**config.mk**
```make
export PLATFORM = sky130hd
export DESIGN_NAME = bus_decoder_1x2
export DESIGN_NICKNAME = d
export VERILOG_FILES = /design/src/rtl/bus_decoder_1x2.sv
export SDC_FILE = /design/constraint.sdc
export NUM_CORES = 1
export LEC_CHECK = 0
export CORE_AREA = 2 2 123 125
export CTS_BUF_LIST = sky130_fd_sc_hd__clkbuf_16
export DETAILED_ROUTE_END_ITERATION = 10
export DIE_AREA = 0 0 125 127
export DONT_BUFFER_PORTS = 1
export PLACE_DENSITY = 0.7
export SYNTH_ARGS = -nofsm -noshare
export SYNTH_HDL_FRONTEND = slang
export SYNTH_SLANG_ARGS = --single-unit
```
**constraint.sdc**
```tcl
create_clock -name i_clk -period 5.86 [get_ports i_clk]
set_input_delay 1.758 -clock i_clk [delete_from_list [all_inputs] [get_ports i_clk]]
set_output_delay 1.758 -clock i_clk [all_outputs]
set_load 0.01 [all_outputs]
```
**src/rtl/bus_decoder_1x2.sv**
```systemverilog
// Single-master to two-slave bus decoder: routes one arbitrated request to the
// slave whose address window matches and returns that slave's ack/read data.
module bus_decoder_1x2 #(
    parameter logic [31:0] S0_BASE = 32'h0000_0000,
    parameter logic [31:0] S0_MASK = 32'hC000_0000,
    parameter logic [31:0] S1_BASE = 32'h8000_0000,
    parameter logic [31:0] S1_MASK = 32'hC000_0000,
    parameter logic [7:0]  TIMEOUT = 8'd255
) (
    input  logic        i_clk,
    input  logic        i_rst,
    input  logic        i_bus_en,
    input  logic        i_wr_en,
    input  logic [31:0] i_wr_data,
    input  logic [31:0] i_addr,
    input  logic [3:0]  i_byte_en,
    input  logic        i_atomic,
    input  logic        i_id,
    output logic        o_ack,
    output logic        o_err,
    output logic [31:0] o_rd_data,
    output logic        o_bus_en0,
    output logic        o_wr_en0,
    output logic [31:0] o_wr_data0,
    output logic [31:0] o_addr0,
    output logic [3:0]  o_byte_en0,
    output logic        o_atomic0,
    output logic        o_id0,
    input  logic        i_ack0,
    input  logic [31:0] i_rd_data0,
    output logic        o_bus_en1,
    output logic        o_wr_en1,
    output logic [31:0] o_wr_data1,
    output logic [31:0] o_addr1,
    output logic [3:0]  o_byte_en1,
    output logic        o_atomic1,
    output logic        o_id1,
    input  logic        i_ack1,
    input  logic [31:0] i_rd_data1
);

    typedef enum logic [1:0] {IDLE, SEL0, SEL1, RESP} state_t;

    typedef struct packed {
        logic        wr_en;
        logic [31:0] wr_data;
        logic [31:0] addr;
        logic [3:0]  byte_en;
        logic        atomic;
        logic        id;
    } req_t;

    state_t      state, state_next;
    req_t        req_in, req0_q, req0_d, req1_q, req1_d;
    logic        en0_q, en0_d, en1_q, en1_d;
    logic        ack_q, ack_d, err_q, err_d;
    logic [31:0] rd_q, rd_d;
    logic [7:0]  cnt_q, cnt_d;
    logic        hit0, hit1, expired;

    assign req_in = '{wr_en: i_wr_en, wr_data: i_wr_data, addr: i_addr,
                      byte_en: i_byte_en, atomic: i_atomic, id: i_id};

    assign hit0    = (i_addr & S0_MASK) == S0_BASE;
    assign hit1    = (i_addr & S1_MASK) == S1_BASE;
    // Last enabled cycle a slave gets before the request is failed.
    assign expired = (cnt_q == TIMEOUT - 8'd1);

    // NOTE: sequential state uses <= so every register samples pre-edge values.
    always_ff @(posedge i_clk) begin
        if (i_rst) state <= IDLE;
        else       state <= state_next;
    end

    always_comb begin
        // NOTE: default first so no path through the case leaves a latch.
        state_next = state;
        case (state)
            IDLE: if (i_bus_en) begin
                if (hit0)      state_next = SEL0;
                else if (hit1) state_next = SEL1;
                else           state_next = RESP;
            end
            SEL0:    if (i_ack0 || expired) state_next = RESP;
            SEL1:    if (i_ack1 || expired) state_next = RESP;
            default: state_next = IDLE;
        endcase
    end

    always_comb begin
        en0_d  = 1'b0;
        en1_d  = 1'b0;
        req0_d = '0;
        req1_d = '0;
        ack_d  = 1'b0;
        err_d  = 1'b0;
        rd_d   = '0;
        cnt_d  = '0;
        case (state)
            IDLE: begin
                if (state_next == SEL0) begin
                    en0_d  = 1'b1;
                    req0_d = req_in;
                end else if (state_next == SEL1) begin
                    en1_d  = 1'b1;
                    req1_d = req_in;
                end else if (state_next == RESP) begin
                    ack_d = 1'b1;
                    err_d = 1'b1;
                end
            end
            SEL0: begin
                if (state_next == SEL0) begin
                    en0_d  = 1'b1;
                    req0_d = req0_q;
                    cnt_d  = cnt_q + 8'd1;
                end else begin
                    ack_d = 1'b1;
                    err_d = ~i_ack0;
                    rd_d  = i_ack0 ? i_rd_data0 : '0;
                end
            end
            SEL1: begin
                if (state_next == SEL1) begin
                    en1_d  = 1'b1;
                    req1_d = req1_q;
                    cnt_d  = cnt_q + 8'd1;
                end else begin
                    ack_d = 1'b1;
                    err_d = ~i_ack1;
                    rd_d  = i_ack1 ? i_rd_data1 : '0;
                end
            end
            default: ;
        endcase
    end

    // NOTE: every output register is reset so an aborted access leaves nothing behind.
    always_ff @(posedge i_clk) begin
        if (i_rst) begin
            en0_q  <= 1'b0;
            en1_q  <= 1'b0;
            req0_q <= '0;
            req1_q <= '0;
            ack_q  <= 1'b0;
            err_q  <= 1'b0;
            rd_q   <= '0;
            cnt_q  <= '0;
        end else begin
            en0_q  <= en0_d;
            en1_q  <= en1_d;
            req0_q <= req0_d;
            req1_q <= req1_d;
            ack_q  <= ack_d;
            err_q  <= err_d;
            rd_q   <= rd_d;
            cnt_q  <= cnt_d;
        end
    end

    assign o_ack      = ack_q;
    assign o_err      = err_q;
    assign o_rd_data  = rd_q;
    assign o_bus_en0  = en0_q;
    assign o_wr_en0   = req0_q.wr_en;
    assign o_wr_data0 = req0_q.wr_data;
    assign o_addr0    = req0_q.addr;
    assign o_byte_en0 = req0_q.byte_en;
    assign o_atomic0  = req0_q.atomic;
    assign o_id0      = req0_q.id;
    assign o_bus_en1  = en1_q;
    assign o_wr_en1   = req1_q.wr_en;
    assign o_wr_data1 = req1_q.wr_data;
    assign o_addr1    = req1_q.addr;
    assign o_byte_en1 = req1_q.byte_en;
    assign o_atomic1  = req1_q.atomic;
    assign o_id1      = req1_q.id;

endmodule

```
# After elaboration in Yosys (flattened, before gate mapping)
# Index checks and enable logic that the tools add are counted.
# classes
n_reduce_logical	6
n_eq_ne	9
add_sub_neg	1
bitwise_logic	3
muxes	34
# op_table
operator	n
$mux 71	5
$pmux 71 s2	2
$mux 32	4
$pmux 32 s2	1
$logic_not 32->1	1
$mux 8	2
$pmux 8 s2	1
$mux 1	11
$add 8x1->8 const B	1
$eq 2x2->1 const B	4
$eq 8x8->1 const B	1
$mux 2	4
$pmux 1 s3	2
$pmux 2 s3	1
$eq 2x1->1 const B	2
$ne 2x2->1 const B	2
$reduce_or 2->1	2
$not 1->1	3
$logic_not 2->1	1
$logic_or 1x1->1	2
$pmux 1 s2	1
# totals
output_inout_bits	178
reg_bits	188

# Logic depth before layout (Yosys ltp)
# Gate-level depths: netlist of run 1.
# logic_depth
depth_word	10
depth_mapped	9
mapped_depth_nobuf	6

# Least setup slack after synthesis of run 1
# OpenSTA, ideal clock, no wires.
# synth_path
path_kind	input to register
from	in i_addr[30]
to	reg req1_q, in the netlist o_addr1[10]
setup_slack_ps	2729
path_stages	6
t_arrival_ps	3014
n_path_buf	2
setup_ps	117
t_required_ps	5743
path_cell_list	or3b_1 a211o_1 o21ai_1 buf_2 buf_2 nor2_1
# synth_via
elab_chain_cells	9
# synth_lines
element	line	rtl
start, declared	15	input logic [31:0] i_addr,
$eq 2x2->1	65	assign hit1 = (i_addr & S1_MASK) == S1_BASE;
$mux 1	81	else if (hit1) state_next = SEL1;
$mux 2 (*)	80	if (hit0) state_next = SEL0;
$mux 2 (*)	79	IDLE: if (i_bus_en) begin
$pmux 2 s3 (*)	78	case (state)
$eq 2x2->1	104, 124	
$mux 71	104	end else if (state_next == SEL1) begin
$mux 71	101	if (state_next == SEL0) begin
$pmux 71 s2	99	case (state)
end signal, assigned	153	req1_q <= req1_d;
end, declared	54	req_t req_in, req0_q, req0_d, req1_q, req1_d;
# Mark *: on every way between the ends. The rest lies on a longest branch, timed or not.
# A chain may end at the register's enable or synchronous reset.

# Final worst setup path of run 1
# layout_path
from	in i_bus_en
to	reg req1_q, in the netlist o_wr_data1[21]
# layout_via
elab_chain_cells	6
# layout_lines
element	line	rtl
start, declared	12	input logic i_bus_en,
$mux 2 (*)	79	
$pmux 2 s3 (*)	78	
$eq 2x2->1	104, 124	
$mux 71	104	
$mux 71	101	
$pmux 71 s2	99	
# Marked as above.

==> results of run 1 <==
==> final cells by class <==
| cell class | count | area, um2 |
|---|---|---|
| Inverter | 9 | 33.78 |
| Clock inverter | 14 | 158.9 |
| Fill cell | 1312 | 7093 |
| Antenna cell | 1 | 2.502 |
| Timing Repair Buffer | 8 | 60.06 |
| Tap cell | 184 | 230.2 |
| Multi-Input combinational cell | 414 | 2656 |
| Clock buffer | 17 | 425.4 |
| Sequential cell | 188 | 3764 |
==> worst max path at each step <==
stage,to,slack [ps],startpoint,cells after the start
after global routing,o_addr1[12]$_SDFFE_PP0P_,2240,i_bus_en,5
after CTS,o_wr_data0[30]$_SDFFE_PP0P_,2390,i_addr[30],5
after detailed placement,o_wr_data0[19]$_SDFFE_PP0P_,1930,i_addr[30],5
after floorplan,o_addr1[10]$_SDFFE_PP0P_,2730,i_addr[30],6
after global placement,o_wr_data0[26]$_SDFFE_PP0P_,2010,i_bus_en,5
final,o_wr_data1[21]$_SDFFE_PP0P_,2370,i_bus_en,5
==> layer usage <==
| metal | wire length (um) | global-route usage (%) | vias up | share of wire [%] |
|---|---|---|---|---|
| li1 | - | - | 2407 | - |
| met1 | 6967 | 25.47 | 2576 | 37 |
| met2 | 9331 | 38.14 | 329 | 50 |
| met3 | 1745 | 7.286 | 50 | 9.3 |
| met4 | 801 | 11.96 | 0 | 4.3 |
| met5 | 0 | 0 | - | 0 |
==> synthesized netlist by cell type <==
master	count
nor2_1	174
a21oi_1	3
a221oi_1	1
xor2_1	5
or3b_1	1
nor4_2	6
and4_1	1
dfxtp_1	188
a22oi_1	101
a211o_1	1
o2111ai_2	1
a32oi_1	71
o21a_1	2
buf_2	24
inv_1	9
a311oi_2	1
nor4_1	2
nand3b_1	1
clkbuf_1	43
o21ai_0	3
nand3_1	4
and2_1	2
xnor2_1	1
o21ai_1	2
a2111oi_1	1
a211oi_2	1
and3_1	5
ha_1	6
a2111oi_4	1
nor3_1	5
nand2_1	3
o22ai_1	1
nand2b_1	2
nand4_1	3
a22oi_2	1
a31o_2	1
or2_1	1
==> state kept, by name (all words and copies together), names as in the netlist, 2 cells and up <==
signal and cells:
o_byte_en0 4, state 2, o_addr0 32, cnt_q 8, o_addr1 32, o_byte_en1 4, o_wr_data1 32, o_wr_data0 32
o_rd_data 32
==> kinds of logic after synthesis <==
| group | after synthesis |
|---|---|
| compound gates | 192 |
| fa+ha+maj | 6 |
| xor+xnor | 6 |
| simple gates | 210 |
| buf+inv | 76 |
| flops | 188 |
==> power by group through the flow <==
stage	clock (mW)	sequential, mW	combinational, mW
2_1_floorplan	0	1.63	0.927
3_5_place_dp	0	1.68	1.19
3_3_place_gp	0	1.68	1.14
5_1_grt	1.21	1.67	1.32
4_1_cts	1.16	1.66	1.19
6_report	1.13	1.66	1.19
==> reports/summary.txt, run 1 <==
RSZ-0062 raised after global routing: false
Clock transition at path regs: 70 ps
GR Overflow Total: 0
reg2reg path depth: 7
synthesized cell area: 6670 um2
DRC: 0
Crit path buffers/inverters: 1
P per Cell Area: 542.4 nW/um2
clk_skew: 14.53 ps
final WL: 18.85 mm
Slew Viols, Final: 0
Pwr Total: 3.976 mW
Post-Syn Instances: 678
CTS tree: yes
Final ANT Viol Nets: 0
WL/cell: 22.57 um
Flop pwr share: 41.7%
Slew HR: 28.02%
GRT Util Overall: 22.53%
warnings from Yosys: 0
kind of critical path: primary input to flip-flop
Clk pwr share: 28.5%
worst reg2reg startpoint: state[0]$_SDFF_PP0_
Placed Instances: 803
mux contribution to synthesized area: 0%
Hold Path Origin: cnt_q[0]$_SDFF_PP0_
clk sinks: 188
Critical Path End Type: flip-flop
Synth cell types: 37
Non-Filler Instances: 835
Root Driver: clkbuf_16
Port Buffers: 0
largest family of logic cells by synthesized area: compound AO/OA/AOI/OAI gates
final worst slack: 2371 ps
CP max stage cell: a311oi_4
most common cell after layout, fill and taps aside: dfxtp_1
Yosys reg bits: 188
Yosys top cell by area: dfxtp_1
gpl congestion: 0.8691
vias in the first global route: 5220
first-pass GRT wire length: 28.66 mm
worst-path fanout max: 61
Internal Power: 2.408 mW
XOR/XNOR share of the synthesized area: 0.7878%
Compound-Gate Fraction of Synth Area: 23.39%
Clock Latency Late Sink: 430 ps
num rows: 44
dpl cell area: 6744 um2
die width: 125 um
crit-path max cell delay: 710 ps
most frequent cells in the layout: dfxtp_1, nor2_1, a22oi_1
Final period util: 59.53%
status: complete, no violations
post-layout util: 50.82%
endpoints failing setup: 0
top post-synthesis cells by area: dfxtp_1, a22oi_1, nor2_1
Max rail drop VDD: 0.2917 mV
Initial Util: 46.24%
Via Count: 5362
final net count: 784
Comb pwr share: 29.9%
cts repair resizes: 0
final hold vios: 0
Arr. time, crit path: 3850 ps
Sw Share: 39.44%
HP Class: flip-flop to flip-flop
type of element launching the critical path: primary input
Max Cap Viol: 0
post-synth top area share: 56.42%
cts bufs inserted: 17
worst slew pin tran: 1080 ps
drt initial violations: 421
# H-tree levels: 4
sink of the worst hold path: cnt_q[0]$_SDFF_PP0_
register area share after synthesis: 56.42%
mean post-synth cell area: 9.838 um2
Layout area overhead: 9.904%
DPL Wire Length: 12.92 mm
RR Endpoint: o_wr_data1[21]$_SDFFE_PP0P_
Setup TNS: 0 ps
Setup WS pre-CTS: 1932 ps
Reg2Reg Setup Slack: 2900 ps
Final min period: 3489 ps
simple-gate share of the synthesized area: 13.54%
routed vias/inst: 6.422
adder-cell share of the synthesized area: 1.125%
Worst Hold Depth: 1
layout cells sized above 1: 8.154%
antenna violations before repair: 1
worst path cell trace: or2_1, a311oi_4, buf_4, a32oi_1, nor2_1
Post-CTS Hold Buffers: 0
die height: 127 um
leakage: 2.490 nW
first-pass detailed-route iteration total: 5
full die area: 15880 um2
clock buffer depth: 2
crit-path leading delay family: compound AO/OA/AOI/OAI gates
cell area after layout: 7331 um2
Net Count, Synth: 824
# IOs: 318
Worst EP required: 6220 ps
post-CTS setup repair buffer count: 0
largest net degree at the start of global routing: 81
fmax: 286.6 MHz
Final Hold Slack: 570.8 ps
P_sw: 1.568 mW
core box area: 14420 um2
Power figures use the tool's default switching activity.
==> inputs of run 2 (changes only) <==
PLACE_DENSITY = 0.72   (was 0.7)
clock period = 3.1 ns   (was 5.86 ns; I/O delays follow)
==> run 2 against run 1 <==
  * Wire length increased by 1.4%
  * Count of clock-buffer cells in the layout unchanged
  * Highest routed layer unchanged
  * Final area increased by 1.8%
  * Sequential power increased by 89%
  * Combinational power increased by 98%
  * Sequential share of layout area decreased by 0.90 points
==> reports/summary.txt, run 2 (synthesis results as in run 1) <==
status: complete, no violations
final hold vios: 0 (unchanged)
cts repair resizes: 0 (unchanged)
type of element launching the critical path: flip-flop
DRC: 0 (unchanged)
Comb pwr share: 30.5% (+0.6 points)
DPL Wire Length: 13.20 mm (+2.1%)
Slew Viols, Final: 0 (unchanged)
num rows: 44 (unchanged)
post-CTS setup repair buffer count: 0 (unchanged)
Clk pwr share: 29.0% (+0.5 points)
first-pass GRT wire length: 28.97 mm (+1.1%)
Root Driver: clkbuf_16
final WL: 19.11 mm (+1.4%)
Max Cap Viol: 0 (unchanged)
Internal Power: 4.677 mW (+94%)
gpl congestion: 0.8670 (-0.24%)
die height: 127 um (unchanged)
clock buffer depth: 2 (unchanged)
RSZ-0062 raised after global routing: false
Initial Util: 46.24% (unchanged)
Post-CTS Hold Buffers: 0 (unchanged)
drt initial violations: 362 (-14%)
Via Count: 5485 (+2.3%)
most frequent cells in the layout: dfxtp_1, nor2_1, a22oi_1
clk_skew: 9.658 ps (-4.874 ps)
layout cells sized above 1: 9.299% (+1.1 points)
Worst EP required: 3450 ps (-2770 ps)
worst reg2reg startpoint: state[0]$_SDFF_PP0_
most common cell after layout, fill and taps aside: dfxtp_1
# H-tree levels: 4 (unchanged)
antenna violations before repair: 0 (-1)
first-pass detailed-route iteration total: 5 (unchanged)
Final Hold Slack: 562.2 ps (-8.610 ps)
worst-path fanout max: 57 (-6.6%)
reg2reg path depth: 7 (unchanged)
Layout area overhead: 11.87%
Clock transition at path regs: 70 ps (about the same)
Critical Path End Type: flip-flop
full die area: 15880 um2 (unchanged)
GR Overflow Total: 0 (unchanged)
vias in the first global route: 5376 (+3.0%)
Final period util: 76.87%
CTS tree: yes
Worst Hold Depth: 1 (unchanged)
GRT Util Overall: 22.82% (+0.29 points)
routed vias/inst: 6.522 (+1.6%)
Hold Path Origin: cnt_q[0]$_SDFF_PP0_
Final ANT Viol Nets: 0 (unchanged)
RR Endpoint: o_byte_en0[1]$_SDFFE_PP0P_
Reg2Reg Setup Slack: 720 ps (-2180 ps)
leakage: 2.540 nW (+2.0%)
Flop pwr share: 40.5% (-1.2 points)
Sw Share: 39.53% (+0.096 points)
fmax: 419.6 MHz
Slew HR: 30.25% (+2.2 points)
worst slew pin tran: 1046 ps (-33.48 ps)
P_sw: 3.058 mW (+95%)
sink of the worst hold path: cnt_q[0]$_SDFF_PP0_
# IOs: 318 (unchanged)
HP Class: flip-flop to flip-flop
Arr. time, crit path: 2730 ps (-1120 ps)
clk sinks: 188 (unchanged)
Port Buffers: 0 (unchanged)
die width: 125 um (unchanged)
Setup TNS: 0 ps (unchanged)
largest net degree at the start of global routing: 73 (-9.9%)
P per Cell Area: 1037 nW/um2 (+91%)
core box area: 14420 um2 (unchanged)
kind of critical path: flip-flop to flip-flop
cts bufs inserted: 17 (unchanged)
WL/cell: 22.72 um (+0.68%)
Max rail drop VDD: 0.6598 mV (+130%)
Clock Latency Late Sink: 430 ps (about the same)
Final min period: 2383 ps
final net count: 789 (+0.64%)
endpoints failing setup: 0 (unchanged)
[run 2: cell count changes in the layout (fill, tap and decap cells not counted), sizes merged]
cell | previous run | this run
buf | 8 | 13
clkinv | 5 | 4
clkinvlp | 0 | 3
inv | 16 | 15
[run 2: power groups by stage]
| stage | registers (mW) | clock network, mW | logic, mW |
|---|---|---|---|
| final | 3.13 | 2.24 | 2.36 |
| after global routing | 3.15 | 2.38 | 2.61 |
| after CTS | 3.13 | 2.29 | 2.35 |
| after detailed placement | 3.18 | 0 | 2.34 |
| after global placement | 3.17 | 0 | 2.25 |
| after floorplan | 3.07 | 0 | 1.75 |
[run 2: critical path, cell delays in order, from the launching register on]
cell and delay, ps:
dfxtp_1 500, inv_1 110, ha_1 310, o21a_1 180, a211oi_2 360, o2111ai_4 320
buf_12 290, nor2_1 190
[run 2: layer usage]
layer	wire length [um]	global-route usage [%]
met2	9762	40.79
met5	0	0
met1	6865	24.69
met4	663	10.46
met3	1819	7.370
[run 2: worst max-delay path by stage]
stage,startpoint,to,slack (ps),depth (start not counted)
2_1_floorplan,i_addr[30],o_addr1[10]$_SDFFE_PP0P_,800,6
3_3_place_gp,i_bus_en,o_wr_data0[17]$_SDFFE_PP0P_,620,5
3_5_place_dp,i_addr[30],o_addr0[0]$_SDFFE_PP0P_,550,5
4_1_cts,state[0]$_SDFF_PP0_,cnt_q[4]$_SDFF_PP0_,750,7
5_1_grt,state[0]$_SDFF_PP0_,cnt_q[4]$_SDFF_PP0_,550,7
6_report,state[0]$_SDFF_PP0_,o_byte_en0[1]$_SDFFE_PP0P_,720,7
[run 2: final cells by class]
| cell class | count | area, um2 |
|---|---|---|
| clock buffer | 17 | 425.4 |
| tap | 184 | 230.2 |
| inverter | 9 | 33.78 |
| multi-input combinational | 414 | 2646 |
| clock inverter | 15 | 200.2 |
| timing repair buffer | 13 | 160.2 |
| antenna | 1 | 2.502 |
| fill | 1278 | 6962 |
| sequential | 188 | 3764 |
[run 2: metrics by stage]
| stage | util [%] | area [um2] | instances | total power [mW] | setup WS [ps] |
|---|---|---|---|---|---|
| finish | 51.73 | 7462 | 841 | 7.735 | 716.9 |
| global route | 51.72 | 7460 | 840 | 8.136 | 549.4 |
| CTS | 51.72 | 7460 | 840 | 7.766 | 750.8 |
| detailed placement | 47.38 | 6834 | 808 | 5.522 | 550.9 |
| global placement | 47.38 | 6834 | 808 | 5.425 | 616.2 |
| floorplan | - | 6670 | 678 | 4.826 | 796.7 |
==> inputs of run 3 (changes only) <==
CORE_AREA = 2 2 124 126   (was 2 2 123 125)
DIE_AREA = 0 0 126 128   (was 0 0 125 127)
PLACE_DENSITY = 0.69   (was 0.72)
clock period = 2.2 ns   (was 3.1 ns; I/O delays follow)
==> run 3 against run 2 <==
  * Core utilization decreased by 0.78 points
  * Largest power group unchanged
  * Final area increased by 1.5%
  * Worst hold slack got worse by 200 ps
  * Non-clock buffer count increased by 10
  * Sequential cell count unchanged
==> reports/summary.txt, run 3 (synthesis results as in run 1) <==
GRT Util Overall: 21.70% (-1.1 points)
type of element launching the critical path: flip-flop
clock buffer depth: 2 (unchanged)
most frequent cells in the layout: dfxtp_1, nor2_1, a22oi_1
Initial Util: 44.87% (-1.4 points)
Critical Path End Type: flip-flop
Antenna Diode Count: 0 (-1)
worst-path fanout max: 23 (-60%)
DPL Wire Length: 12.92 mm (-2.1%)
die width: 126 um (+0.80%)
Root Driver: clkbuf_16
final net count: 799 (+1.3%)
Flop pwr share: 39.6% (-0.9 points)
core box area: 14860 um2 (+3.1%)
Port Buffers: 0 (unchanged)
Slew HR: 62.80% (+33 points)
status: complete, no violations
cts bufs inserted: 17 (unchanged)
Clk pwr share: 27.9% (-1.1 points)
P_sw: 4.392 mW (+44%)
gpl congestion: 0.8673 (about the same)
Arr. time, crit path: 2330 ps (-400 ps)
Worst EP required: 2560 ps (-890 ps)
Comb pwr share: 32.5% (+2.0 points)
clk sinks: 188 (unchanged)
HP Class: primary input to flip-flop
Internal Power: 6.695 mW (+43%)
Post-CTS Hold Buffers: 0 (unchanged)
num rows: 45 (+2.3%)
routed vias/inst: 6.362 (-2.5%)
antenna violations before repair: 1 (+1)
Crit path buffers/inverters: 1 (-1)
final hold vios: 0 (unchanged)
WL/cell: 21.96 um (-3.3%)
RSZ-0062 raised after global routing: false
die height: 128 um (+0.79%)
CTS tree: yes
Placed Instances: 822 (+1.7%)
most common cell after layout, fill and taps aside: dfxtp_1
layout cells sized above 1: 10.81% (+1.5 points)
full die area: 16130 um2 (+1.6%)
CP max stage cell: dfxtp_1
crit-path max cell delay: 420 ps (-80 ps)
drt initial violations: 435 (+20%)
Final min period: 1974 ps (-408.8 ps)
final WL: 18.76 mm (-1.8%)
# IOs: 318 (unchanged)
endpoints failing setup: 0 (unchanged)
DRC: 0 (unchanged)
Clock transition at path regs: 80 ps (about the same)
Max rail drop VDD: 0.5624 mV (-15%)
Fillers: 1318 (+3.1%)
fmax: 506.5 MHz (+21%)
Final period util: 89.74% (+13 points)
Max Cap Viol: 0 (unchanged)
Clock Latency Late Sink: 440 ps (about the same)
largest net degree at the start of global routing: 72 (-1.4%)
Sw Share: 39.62% (+0.084 points)
first-pass GRT wire length: 27.86 mm (-3.8%)
clk_skew: 17.31 ps (+7.656 ps)
worst path cell trace: ha_1, nand2b_1, a311oi_4, buf_4, a32oi_1, nor2_1
vias in the first global route: 5134 (-4.5%)
Non-Filler Instances: 854 (+1.5%)
Setup TNS: 0 ps (unchanged)
GR Overflow Total: 0 (unchanged)
leakage: 2.612 nW (+2.9%)
kind of critical path: flip-flop to flip-flop
Final ANT Viol Nets: 0 (unchanged)
# H-tree levels: 4 (unchanged)
Slew Viols, Final: 0 (unchanged)
P per Cell Area: 1464 nW/um2 (+41%)
crit-path leading delay family: compound AO/OA/AOI/OAI gates
post-CTS setup repair buffer count: 0 (unchanged)
Layout area overhead: 13.54%
Via Count: 5433 (-0.95%)
worst slew pin tran: 558.0 ps (-488.3 ps)
first-pass detailed-route iteration total: 6 (+1)
## run 3: what timing repair did
item	4_1_cts	5_1_grt
endpoints found under the setup margin	0	12
gates resized for setup	0	1
endpoints found under the hold margin	0	0
## run 3: final timing paths
check | start | slack [ps] | end | cells after the start
max | state[1]$_SDFF_PP0_ | 230 | o_addr1[10]$_SDFFE_PP0P_ | 6
min | i_wr_data[25] | 360 | o_wr_data1[25]$_SDFFE_PP0P_ | 2
max reg2reg | state[1]$_SDFF_PP0_ | 230 | o_addr1[10]$_SDFFE_PP0P_ | 6
min reg2reg | cnt_q[0]$_SDFF_PP0_ | 580 | cnt_q[0]$_SDFF_PP0_ | 1
## run 3: layer usage
metal,up-vias,track usage [%],share of wire (%),wire length [um]
met1,2627,24.94,37,6900
met4,2,7.240,1.8,333
met2,340,37.70,52,9682
met3,31,7.721,9.7,1828
met5,-,0,0.069,13
li1,2433,-,-,-
## run 3: stage by stage
step	setup slack, ps	hold WS, ps	power (mW)	area [um2]	utilization (%)
6_report	225.7	362.0	11.09	7574	50.95
3_5_place_dp	75.71	570.1	8.050	6962	46.84
5_1_grt	55.85	348.4	11.65	7574	50.95
2_1_floorplan	166.7	501.6	6.801	6670	-
3_3_place_gp	101.3	531.8	7.911	6962	46.84
4_1_cts	143.7	351.2	11.15	7572	50.94
## run 3: layout make-up
class	count	area [um2]	area share (%)
repair buffers	23	272.8	3.602
clock buffers	17	425.4	5.617
well taps	188	235.2	3.106
inverters	9	33.78	0.4461
flip-flops and latches	188	3764	49.69
clock inverters	15	185.2	2.445
multi-input cells	414	2658	35.09
## run 3: power by group through the flow
stage	Clock, mW	Combinational (mW)	Sequential, mW
2_1_floorplan	0	2.47	4.33
3_3_place_gp	0	3.45	4.46
3_5_place_dp	0	3.58	4.47
4_1_cts	3.16	3.60	4.39
5_1_grt	3.29	3.93	4.42
6_report	3.09	3.61	4.39
